### src/rtl/serial_shift_engine.sv
// Framed bidirectional serial shifter with split sample/launch strobes and per-frame bit order.
// Optional even-parity output of the received word is built when SERIAL_SHIFT_PARITY_EN is defined.
module serial_shift_engine #(
  parameter int unsigned WIDTH = 8
) (
  input  logic             clk,
  input  logic             resetN,
  input  logic             sampleEdge,
  input  logic             shiftEdge,
  input  logic             parallelLoad,
  input  logic             lsbFirst,
  input  logic [WIDTH-1:0] parallelDataIn,
  input  logic             serialDataIn,
  output logic             serialDataOut,
  output logic [WIDTH-1:0] parallelDataOut,
  output logic             busy,
  output logic             done,
  output logic             loadDropped,
  output logic             parityOut
);

  localparam int unsigned CNT_W = $clog2(WIDTH + 1);

  typedef enum logic {IDLE, SHIFT} stateT;

  stateT            state, stateNext;
  logic [WIDTH-1:0] shreg, shregNext, shifted;
  logic [CNT_W-1:0] bitCount, bitCountNext;
  logic             sampledBit, sampledBitNext;
  logic             orderReg, orderRegNext;
  logic [WIDTH-1:0] parallelDataOutNext;
  logic             busyNext, doneNext, loadDroppedNext;
  logic             inBit;
`ifdef SERIAL_SHIFT_PARITY_EN
  logic             parityNext;
`endif

  assign serialDataOut = orderReg ? shreg[0] : shreg[WIDTH-1];

  // A same-cycle sample strobe feeds the live input straight into the shift.
  assign inBit   = sampleEdge ? serialDataIn : sampledBit;
  assign shifted = orderReg ? {inBit, shreg[WIDTH-1:1]} : {shreg[WIDTH-2:0], inBit};

  always_comb begin
    stateNext           = state;
    shregNext           = shreg;
    bitCountNext        = bitCount;
    sampledBitNext      = sampledBit;
    orderRegNext        = orderReg;
    parallelDataOutNext = parallelDataOut;
    busyNext            = busy;
    doneNext            = 1'b0;
    loadDroppedNext     = 1'b0;
`ifdef SERIAL_SHIFT_PARITY_EN
    parityNext          = parityOut;
`endif
    case (state)
      IDLE: begin
        if (parallelLoad) begin
          shregNext    = parallelDataIn;
          orderRegNext = lsbFirst;
          bitCountNext = '0;
          busyNext     = 1'b1;
          stateNext    = SHIFT;
        end
      end
      SHIFT: begin
        if (parallelLoad) loadDroppedNext = 1'b1;
        if (sampleEdge) sampledBitNext = serialDataIn;
        if (shiftEdge) begin
          shregNext    = shifted;
          bitCountNext = bitCount + CNT_W'(1);
          if (bitCount == CNT_W'(WIDTH - 1)) begin
            parallelDataOutNext = shifted;
            doneNext            = 1'b1;
            busyNext            = 1'b0;
            bitCountNext        = '0;
            stateNext           = IDLE;
`ifdef SERIAL_SHIFT_PARITY_EN
            parityNext          = ^shifted;
`endif
          end
        end
      end
      default: stateNext = IDLE;
    endcase
  end

  always_ff @(posedge clk or negedge resetN) begin
    if (!resetN) begin
      state           <= IDLE;
      shreg           <= '0;
      bitCount        <= '0;
      sampledBit      <= 1'b0;
      orderReg        <= 1'b0;
      parallelDataOut <= '0;
      busy            <= 1'b0;
      done            <= 1'b0;
      loadDropped     <= 1'b0;
    end else begin
      state           <= stateNext;
      shreg           <= shregNext;
      bitCount        <= bitCountNext;
      sampledBit      <= sampledBitNext;
      orderReg        <= orderRegNext;
      parallelDataOut <= parallelDataOutNext;
      busy            <= busyNext;
      done            <= doneNext;
      loadDropped     <= loadDroppedNext;
    end
  end

`ifdef SERIAL_SHIFT_PARITY_EN
  always_ff @(posedge clk or negedge resetN) begin
    if (!resetN) parityOut <= 1'b0;
    else         parityOut <= parityNext;
  end
`else
  assign parityOut = 1'b0;
`endif

endmodule
### config.mk
export PLATFORM = sky130hd
export DESIGN_NAME = serial_shift_engine
export DESIGN_NICKNAME = d
export VERILOG_FILES = /design/src/rtl/serial_shift_engine.sv
export SDC_FILE = /design/constraint.sdc
export NUM_CORES = 1
export LEC_CHECK = 0
export BUFFER_PORTS_ARGS = -buffer_cell sky130_fd_sc_hd__buf_2
export CAP_MARGIN = 20
export CORE_MARGIN = 1.5
export CORE_UTILIZATION = 29
export DETAILED_ROUTE_END_ITERATION = 6
export PLACE_DENSITY = 0.51
export SYNTH_ARGS = -nofsm -noshare
export SYNTH_HDL_FRONTEND = slang
export SYNTH_SLANG_ARGS = --single-unit
### constraint.sdc
create_clock -name clk -period 1.55 [get_ports clk]
set_input_delay 0.0775 -clock clk [delete_from_list [all_inputs] [get_ports clk]]
set_output_delay 0.0775 -clock clk [all_outputs]
set_load 0.05 [all_outputs]
==> metrics.md <==
| Metric | Value |
|---|---|
| Largest family of logic cells by synthesized area | simple AND/OR/NAND/NOR gates |
| WL/cell | 14.3 µm |
| Vias in the first global route | 1053 |
| CTS tree | yes |
| Clock Latency Late Sink | 0.27 ns |
| Post-Syn Nets | ~140 |
| Pleak | 0.745 nW |
| Antenna diode count | 0 |
| CP Data Arrival Time | around 1.7 ns |
| Vias per cell | 4.80 |
| Compound-Gate Fraction of Synth Area | 13.4% |
| Io pins | 28 |
| GRT Util Overall | around 13% |
| Post-synthesis adder-cell area fraction | less than 1% |
| Post-Synth Simple-Gate Area | 14.9% |
| Cell area power density | 2120 nW/µm² |
| Ys Warns | 0 |
| Final non-filler cell area | 1590 µm² |
| Max Cap Viol | 0 |
| Commonest non-fill, non-tap cell in the layout | buf_2 |
| Slew of the pin with the lowest slew margin | 0.588 ns |
| Layout cells sized above 1 | 39.0% |
| Root Buffer | clkbuf_8 |
| Clock buffer count from CTS | 3 |
| Cell Count, Final, Fillers Out | 206 |
| Place WS | around 0.062 ns |
| Clock Pin Slew Worst Setup and Hold Paths | 0.09 ns |
| CP Data Required Time | 1.71 ns |
| Chip Width | 69.5 µm |
| Die Height | between 60 and 70 µm |
| Proportion of power drawn by combinational gates | 46.2% |
| Area grow syn2layout | 23.9% |
| Yosys reg bits | 26 |
| Global-route wire length before repair | 5.18 mm |
| Startpoint Class | flip-flop |
| ANT nets after route | 0 |
| Gate Count Post-Synth | 121 |
| Setup violators final | 0 |
| Filler cell count | 451 |
| Clk sink count | 26 |
| Pre-Repair DR Iteration Count | 4 |
| Row cnt | 24 |
| Final period utilization | a little over nine tenths |
| Worst Setup Slack, final | 0.0618 ns |
| Peak supply drop | 878 µV |
| Die Footprint | between 4000 and 5000 µm² |
| Final net count | 171 |
| Max H-tree Level | 1 |
| Status | finished clean |
| # DRC | 0 |
| Fmax | between 600 and 700 MHz |
| Mapped cell area | between 1000 and 1500 µm² |
| Register area share after synthesis | a little over 50% |
| Total grt overflow | 0 |
| Mean area per synthesized cell | 10.6 µm² |
| Initial antenna violation count | 0 |
| Initial Util | 29.9% |
| R2R Setup Slk | 0.06 ns |
| Final Hold Viols | 0 |
| Detail Placement HPWL | ~2.2 mm |
| Final slew viol count | 0 |
| Max clock buf depth | 2 |
| Drt total wl | 2.95 mm |
| Placed instance area | 1490 µm² |
| Worst Path Max Fanout | 7 |
| Crit path kind | reg2reg |
| Sw power | ~0.0014 W |
| Commonest cells after routing, fill and taps aside | buf_2, dfrtp_1, mux2_2, o21ai_0, nand3_1 |
| Final min period | 1.49 ns |
| Gpl congestion | 0.695 |
| CP endpoint kind | flip-flop |
| Synth Area in XOR/XNOR | 0% |
| Net Sw Frac | 42.7% |
| Buffers on Ports | 26 |
| Flop pwr share | 36.9% |
| Iter 0 DRT Violations | 72 |
| Clock power frac | 16.9% |
| Largest net degree at the start of global routing | 27 |
| Cell Int Power | 0.00193 W |
| Clock Skews | 0.00442 ns |
| CORE AREA | 4290 µm² |
| Slew HR | between 60 and 70% |
| Hold Crit Class | in2reg |
| Placed cell count | around 200 |
| Yosys cell types | 35 |
| Multi-input gate area in the final layout | 572 µm² |
| DR vias | slightly below 1000 |
| Sequential Area | 652 µm² |
| Mux contribution to synthesized area | 14.7% |
==> critical path, stage by stage (launching register included) <==
cell and delay [ns]:
dfrtp_1 0.41, ha_2 0.20, and3b_2 0.21, nand3_2 0.11, inv_4 0.12, mux2_2 0.34
==> final cells by class <==
class	instances	area share [%]
well taps	52	4.09
clock buffers	3	2.60
inverters	3	0.866
multi-input cells	84	36.0
repair buffers	37	13.5
clock inverters	1	1.89
flip-flops and latches	26	41.0
==> through the flow <==
stage	power, W	hold slack [ns]	utilization [%]	setup TNS [ns]
after global routing	0.00360	0.0130	37.0	-0.0816
after detailed placement	0.00279	0.124	34.6	0
final	0.00336	0.0141	37.0	0
after CTS	0.00338	0.00882	36.5	0
after floorplan	0.00240	-0.218	-	0
after global placement	0.00275	0.118	34.6	0
==> sequential cells by signal (all words and copies together), names as in the netlist <==
name	count
done	1
loadDropped	1
shreg	8
state	1
orderReg	1
parallelDataOut	8
busy	1
bitCount	4
sampledBit	1
==> timing repair <==
| action | in CTS | in global routing |
|---|---|---|
| hold endpoints to repair | 26 | 0 |
| setup endpoints to repair | 1 | 5 |
| pin swaps | 0 | 1 |
| setup buffers | 0 | 2 |
| hold buffers | 1 | 0 |
| resized for setup | 1 | 3 |
| cloned | 0 | 0 |
==> synthesized netlist by cell type <==
| master | count | share of area, % |
|---|---|---|
| o21ai_0 | 15 | 5.9 |
| o211ai_1 | 1 | 0.59 |
| mux2_2 | 15 | 13 |
| a31oi_1 | 1 | 0.49 |
| buf_6 | 1 | 0.88 |
| a21oi_1 | 4 | 1.6 |
| inv_2 | 1 | 0.29 |
| nor2_1 | 4 | 1.2 |
| nand2_1 | 10 | 2.9 |
| and2b_1 | 1 | 0.59 |
| a21o_1 | 1 | 0.59 |
| nand3_1 | 11 | 4.3 |
| a22o_1 | 1 | 0.68 |
| and3b_1 | 1 | 0.68 |
| or4b_1 | 1 | 0.78 |
| nand2b_1 | 1 | 0.49 |
| buf_4 | 3 | 1.8 |
| conb_1 | 1 | 0.29 |
| o31ai_1 | 2 | 1.2 |
| o32ai_1 | 1 | 0.68 |
| clkbuf_1 | 1 | 0.29 |
| and2_1 | 1 | 0.49 |
| dfrtp_1 | 26 | 51 |
| ha_1 | 1 | 0.98 |
| nand3b_1 | 1 | 0.59 |
| nand3_2 | 1 | 0.78 |
| nor2b_1 | 2 | 0.98 |
| buf_2 | 3 | 1.2 |
| or3b_1 | 1 | 0.68 |
| nand4_1 | 1 | 0.49 |
| o22ai_1 | 1 | 0.49 |
| inv_1 | 2 | 0.59 |
| a311oi_1 | 1 | 0.68 |
| mux2i_1 | 2 | 1.6 |
| a211oi_1 | 1 | 0.59 |
==> per-layer routing <==
| layer | wire [µm] | global-route usage [%] | up-vias | part of all wire (%) |
|---|---|---|---|---|
| met1 | 1390 | 17.8 | 464 | 47 |
| met2 | 1440 | 22.3 | 22 | 49 |
| met5 | 0 | 0 | - | 0 |
| met3 | 95 | 2.47 | 4 | 3.2 |
| li1 | - | - | 498 | - |
| met4 | 31 | 3.92 | 0 | 1.0 |
==> worst paths after layout <==
kind,startpoint,end,cells past startpoint
worst max-delay path,bitCount[1],parallelDataOut[5],5
worst min-delay path,lsbFirst,orderReg,3
worst max register to register,bitCount[1],parallelDataOut[5],5
worst min register to register,busy,busy,1
max in group asynchronous,resetN,orderReg,2
min in group asynchronous,resetN,bitCount[3],2
==> power by group through the flow <==
stage	clock network [W]	logic, W	registers [W]
2_1_floorplan	0	0.000845	0.00155
3_3_place_gp	0	0.00152	0.00123
3_5_place_dp	0	0.00154	0.00125
4_1_cts	0.000585	0.00155	0.00124
5_1_grt	0.000602	0.00170	0.00129
6_report	0.000568	0.00156	0.00124
==> kinds of logic (layout without fill, tap and decap cells) <==
| family | after synthesis | count (layout) |
|---|---|---|
| simple gates | 36 | 36 |
| flops | 26 | 26 |
| other cells | 1 | 1 |
| fa+ha+maj | 1 | 1 |
| buf+inv | 11 | 44 |
| compound gates | 29 | 29 |
| mux | 17 | 17 |
Note: power is estimated with default switching activity, not from simulation.
